**src/rtl/pc_seq_pkg.sv**
```systemverilog
// Shared types and constants for the fetch-stage sequential-PC path.
package pc_seq_pkg;

  localparam int unsigned PC_WIDTH = 32;
  localparam int unsigned PC_INC   = 4;

  typedef logic [PC_WIDTH-1:0] pc_t;

endpackage : pc_seq_pkg

```
**src/rtl/add_const.sv**
```systemverilog
// Combinational adder of a fixed constant; carry out is dropped (mod 2^WIDTH).
module add_const #(
  parameter int unsigned WIDTH = 32,
  parameter int unsigned INC   = 4
) (
  input  logic [WIDTH-1:0] a,
  output logic [WIDTH-1:0] sum
);

  // Wrap-around increment; low bits below log2(INC) pass straight through.
  assign sum = a + WIDTH'(INC);

endmodule : add_const

```
**src/rtl/mux2_w.sv**
```systemverilog
// Two-input word mux; sel = 1 chooses in1. No default on X/Z select.
module mux2_w #(
  parameter int unsigned WIDTH = 32
) (
  input  logic             sel,
  input  logic [WIDTH-1:0] in0,
  input  logic [WIDTH-1:0] in1,
  output logic [WIDTH-1:0] out
);

  // Plain ternary so an unknown select propagates as unknown.
  assign out = sel ? in1 : in0;

endmodule : mux2_w

```
**src/rtl/reg_sync_clr.sv**
```systemverilog
// Word register with synchronous active-high clear; shared by fetch pipeline regs.
module reg_sync_clr #(
  parameter int unsigned WIDTH = 32
) (
  input  logic             clk,
  input  logic             clr,
  input  logic [WIDTH-1:0] d,
  output logic [WIDTH-1:0] q
);

  // Clear wins over data; no enable, holding is done by the caller's feedback.
  always_ff @(posedge clk) begin
    if (clr) begin
      q <= '0;
    end else begin
      q <= d;
    end
  end

endmodule : reg_sync_clr

```
**src/rtl/pc_seq_hold.sv**
```systemverilog
// Fetch-stage PC+INC path: increments pc, optionally holds the latched value
// under pause, and registers the selection for stage 2.
module pc_seq_hold
  import pc_seq_pkg::*;
#(
  parameter int unsigned WIDTH = PC_WIDTH,
  parameter int unsigned INC   = PC_INC
) (
  input  logic             clk,
  input  logic             clr,
  input  logic [WIDTH-1:0] pc,
  input  logic             pause,
  output logic [WIDTH-1:0] pc_inc,
  output logic [WIDTH-1:0] pc_sel,
  output logic [WIDTH-1:0] pc_q
);

  // Sequential next PC.
  add_const #(
    .WIDTH (WIDTH),
    .INC   (INC)
  ) u_add (
    .a   (pc),
    .sum (pc_inc)
  );

  // Hold path: pause feeds the latched value back into the register.
  mux2_w #(
    .WIDTH (WIDTH)
  ) u_mux (
    .sel (pause),
    .in0 (pc_inc),
    .in1 (pc_q),
    .out (pc_sel)
  );

  // Pipeline register handed to stage 2.
  reg_sync_clr #(
    .WIDTH (WIDTH)
  ) u_reg (
    .clk (clk),
    .clr (clr),
    .d   (pc_sel),
    .q   (pc_q)
  );

endmodule : pc_seq_hold

```
**config.mk**
```make
export PLATFORM = sky130hd
export DESIGN_NAME = pc_seq_hold
export DESIGN_NICKNAME = d
export VERILOG_FILES = /design/src/rtl/pc_seq_pkg.sv /design/src/rtl/add_const.sv /design/src/rtl/mux2_w.sv /design/src/rtl/reg_sync_clr.sv /design/src/rtl/pc_seq_hold.sv
export SDC_FILE = /design/constraint.sdc
export NUM_CORES = 1
export LEC_CHECK = 0
export BUFFER_PORTS_ARGS = -buffer_cell sky130_fd_sc_hd__buf_2
export CORE_ASPECT_RATIO = 1.2
export CORE_MARGIN = 2
export CORE_UTILIZATION = 39
export CTS_CLUSTER_SIZE = 8
export DETAILED_ROUTE_END_ITERATION = 10
export GPL_TIMING_DRIVEN = 0
export PLACE_DENSITY = 0.87
export SLEW_MARGIN = 30
export SYNTH_ARGS = -nofsm -noshare
export SYNTH_HDL_FRONTEND = slang
export SYNTH_SLANG_ARGS = --single-unit
```
**constraint.sdc**
```tcl
create_clock -name clk -period 1.92 [get_ports clk]
set_input_delay 0.192 -clock clk [delete_from_list [all_inputs] [get_ports clk]]
set_output_delay 0.192 -clock clk [all_outputs]
set_load 0.02 [all_outputs]
```
## Yosys cells after proc, flatten, opt, wreduce, memory -nomap -nowiden

Index checks and enable logic that the tools add are counted.

- Register bits: 32
- Bits in latches: 0
- RAM bits: 0
- ROM bits: 0
- Input bits: 35
- Output and inout port bits: 96
- Logic and storage cells: 3
- Memories: 0

- Add/sub/neg operators: 1
- Multiply operators: 0
- Div/mod/pow operators: 0
- $lt $le $gt $ge: 0
- Eq/ne operators: 0
- Shifts and indexed selects: 0
- Multiplexer cells: 1
- Bitwise gates (word level): 0
- Reductions and logical operators: 0

Operators by type and width:

| kind | number |
|---|---|
| 32-bit by 3-bit adder with 32-bit output (second input constant) | 1 |
| 32-bit two-way mux | 1 |

## Logic depth before layout (Yosys ltp)

- Depth after elaboration: 2
- Depth in mapped cells: 6
- Mapped depth without buffers: 5

## Hierarchy

A second synthesis with hierarchy kept.

- Cell total of the unflattened synthesis: 186
- Area, all modules: 1988.2 um2

By module, submodules not included:

| module | instances | cells each | area an instance (um2) | sequential area each (um2) |
|---|---|---|---|---|
| reg_sync_clr | 1 | 67 | 863.3 | 640.6 |
| add_const | 1 | 83 | 580.6 | 0.0 |
| mux2_w | 1 | 36 | 544.3 | 0.0 |

## Worst setup path before layout

Ideal clock, no wire load.

- Kind: input to output
- Start: input pc[10]
- End: output pc_sel[23]
- Arrival: 1.918 ns
- Data required time: 1.728 ns
- Slack: -0.190 ns
- Cell stages on the path: 6
- Path buffers: 2
- Cell sequence: nand2_1 -> or4_4 -> buf_6 -> buf_6 -> o31a_1 -> nor3_1

- Longest elaborated chain between the ends: 2

RTL lines:

| element | RTL line | source |
|---|---|---|
| start: declaration | pc_seq_hold.sv:11 | `input logic [WIDTH-1:0] pc,` |
| 32-bit by 3-bit adder with 32-bit output | add_const.sv:11 | `assign sum = a + WIDTH'(INC);` |
| 32-bit two-way mux | mux2_w.sv:12 | `assign out = sel ? in1 : in0;` |
| end: declaration | pc_seq_hold.sv:14 | `output logic [WIDTH-1:0] pc_sel,` |

Every way passes these cells.

## Final worst setup path

- Start: input pc[14]
- End: output pc_sel[31]

Same word-level chain as after synthesis.

==> run summary <==
Static timing analysis puts the maximum clock frequency at 477 MHz. The floorplan step set the die width to 71.8 µm. In the synthesized netlist the dominant register cell turns out to be dfxtp_1. Summing over every cut layer, the via total after detailed routing is 2900. The number of enable-type register cells in the synthesized netlist works out to 0. In the routed design, unresolved DRC markers number 0. The final count of hold timing violations was 0.

The tools report the number of placed I/O pins as 131. The net count of the finished layout is 464. Counting distinct cell types in the post-synthesis netlist gives 40. The max-slew violation total from the final report was 0; the post-synthesis net count was 309. The area of the mapped netlist was 2150 µm²; the cell area after placement was 3030 µm². In the final routed layout, each cell accounts on average for 18.0 µm. Of all nets on the critical path, the largest fanout is 6. The run gives 1900 ps as the worst endpoint data arrival time. The cell sitting at the root of the clock tree is a clkbuf_8.

The number of flip-flops under the largest register name came out at 32. The count of input and output buffers works out to 130. The delay of the slowest critical-path stage came out at 610 ps. Gate family responsible for the most delay along the worst path: simple AND/OR/NAND/NOR gates. The tools report the setup slack on the worst flop-to-flop path as 1070 ps. The register bit count reported by yosys is 32. The first routing iteration left 324 violations. At the later pin of the worst-skew pair, clock insertion delay measures 280 ps. After detailed routing, the total wire length is 8820 µm. Buffers inserted to repair hold after CTS numbered 0.

Once the floorplan was initialized, standard cells occupied 40.6% of the core. The number of CTS-inserted buffers was 5. At the pin with the least slew margin, the transition time is 616 ps. By area the synthesized netlist is led by dfxtp_1, nand2_1, a311oi_1, nor2_1, xnor2_1. The slowest stage of the critical path belongs to the cell or4_4. The die is 85.4 µm tall. The clock slew seen by the registers of the worst setup and hold paths was 70 ps. The run finished, with violations left. The critical path is of the in -> out type. The mean post-synth cell area was 7.89 µm². Global routing usage summed across all routing layers: 25.3%. The Yosys step of the flow raised 0 warnings.

In the layout the commonest cells are buf_2, dfxtp_1, buf_4. Dividing the detail-routed via count by the number of cells gives 5.91. dfxtp_1 takes more of the synthesized area than any other cell.

The worst ir drop on vdd was 0.449 mV. The endpoint class of the critical path was an output pin. The total design power was 2090 µW.

In this run the static leakage power is 0.00168 µW. The final reports fail on negative setup slack. The initial antenna violation count was 0. Setup repair after global routing could not meet its margin everywhere. Most common cell after layout, fill and taps aside: buf_2. The run gives 0 as the aggregate global routing overflow.

The wire-length estimate of the detail-placed layout is 5640 µm. The cell that appears most often on the critical path is or4_4. The top cell type's share of synthesized area was 29.8%; the antenna diode instance count was 0. The signal on the critical path passes through buf_8, nand3_4, or4_4, or4_4, a31oi_4, buf_6. Together, buffers and inverters on the worst path number 2. The number of maximum-capacitance violations was 0; the die area was 6130 µm².

The cell area after layout came out at 3750 µm². The largest register by flop count was u_reg.q. The region available for standard cell placement spans 5300 µm². Instance count of the mapped netlist: 273.

Kind of start point of the critical path: an input pin. The final period demand of the worst path was 2100 ps. The power density normalized to cell area was 557 nW/µm². After synthesis, the share of flip-flops with an asynchronous set or reset is 0%. Between clock sinks in the finished design, the worst skew comes to 0 ps. The total iterations of the first detailed-routing run was 4; the final worst-path cycle share was 109%.

The maximum number of pins on one net before global-route repair was 11. TritonCTS sink count: 32. The layout filler cell count was 383; the number of global-route vias before repair was 2559.

The post-route netlist has 52.2% of its cells at a drive strength greater than 1. The initialized floorplan defines 29 standard-cell rows. The setup violation total in the final timing report is 17, and the wire length of the first global-routing pass is 12400 µm.

The min-delay analysis places its worst path in the category in -> reg. In this run the tightest slew margin relative to its limit is 58.9%. The proportion of synthesized chip area in sequential cells is 29.8%. TritonCTS built the clock tree.

From synthesis to final layout, the design area changed by 74.0%. The largest registers in the layout are u_reg.q x32. In this run the number of H-tree levels came out at 2. The detail route stage leaves a number of antenna-violating nets equal to 0.

Routability-driven placement finished with a final weighted congestion of 0.884. The logs give 2 for the maximum clock path buffer count and 1730 ps for the required time of the critical path. Least setup slack across all paths after layout: -175 ps.
routing by layer:
metal,routed length (µm),vias to the layer above,GRT usage [%]
li1,-,1342,-
met1,3290,1369,30.3
met2,4650,163,45.5
met3,684,26,5.11
met4,201,0,6.52
met5,0,-,0
area by class of cell:
| type | count | area [µm²] | area share (%) |
|---|---|---|---|
| timing repair buffer | 150 | 1030 | 27.5 |
| clock buffer | 8 | 90.1 | 2.40 |
| sequential | 32 | 641 | 17.1 |
| inverter | 11 | 41.3 | 1.10 |
| buffer | 15 | 97.6 | 2.61 |
| tap | 62 | 77.6 | 2.07 |
| multi-input combinational | 213 | 1770 | 47.2 |
cell usage after synthesis (2+ instances only):
master and count:
and4_1 4, a31oi_1 12, xor2_1 7, o21ai_0 5, o21a_1 5, dfxtp_1 32, nor3_1 9, a211oi_1 4
nor2_1 24, o31ai_1 6, xnor2_1 10, buf_6 2, nand2_1 28, nand4_1 9, or4_4 6, clkbuf_1 13
and2_1 8, o31a_1 2, mux2_2 6, a311oi_1 12, or3_1 5, inv_1 11, nand3b_1 2, nor4_1 11
a21oi_1 4, buf_4 2, o211a_1 5, nand2b_1 5, nand3_1 11, and3_1 3
cell families after synthesis:
kind of cell	synth area share (%)
AOI/OAI and AO/OA	20.4
DFF	29.7
buffers and inverters	6.10
xor gates and xnor gates	6.91
and+or+nand+nor	33.1
adders and majority gates	0.581
muxes	3.14
timing repair:
action / 4_1_cts / 5_1_grt
gates resized for setup: 71 / 64
setup buffers: 9 / 10
pin swaps: 13 / 34
gates cloned: 1 / 1
endpoints found under the setup margin: 41 / 38
worst register-to-register path, delay by kind of cell, from the launching register on:
kind             cells  cell delay, ps
AND/OR/NAND/NOR      1             150
flip-flops           1             320
multiplexers         1             280
through the flow:
step	setup TNS [ps]	utilization, %	instances	hold slack (ps)	worst slack [ps]
after floorplan	-235	-	273	376	-44.8
after global placement	-10960	57.1	465	505	-409
after detailed placement	-12040	57.1	465	513	-460
after CTS	-1270	64.8	481	234	-137
after global routing	-1930	70.7	491	259	-195
final	-1330	70.7	491	230	-175
power by group:
part / switching [µW] / internal, µW / total, µW
logic: 484 / 315 / 799
registers: 21.8 / 710 / 732
clock network: 263 / 293 / 555
total: 769 / 1320 / 2090
worst paths after layout:
check / start / to / cells after the start
worst max register to register: u_reg.q[3]$_SDFF_PP0_ / u_reg.q[3]$_SDFF_PP0_ / 2
worst min register to register: u_reg.q[27]$_SDFF_PP0_ / u_reg.q[27]$_SDFF_PP0_ / 2
worst min-delay path: clr / u_reg.q[1]$_SDFF_PP0_ / 3
worst max-delay path: pc[14] / pc_sel[31] / 6
No activity file was read; power rests on OpenSTA's default activity.
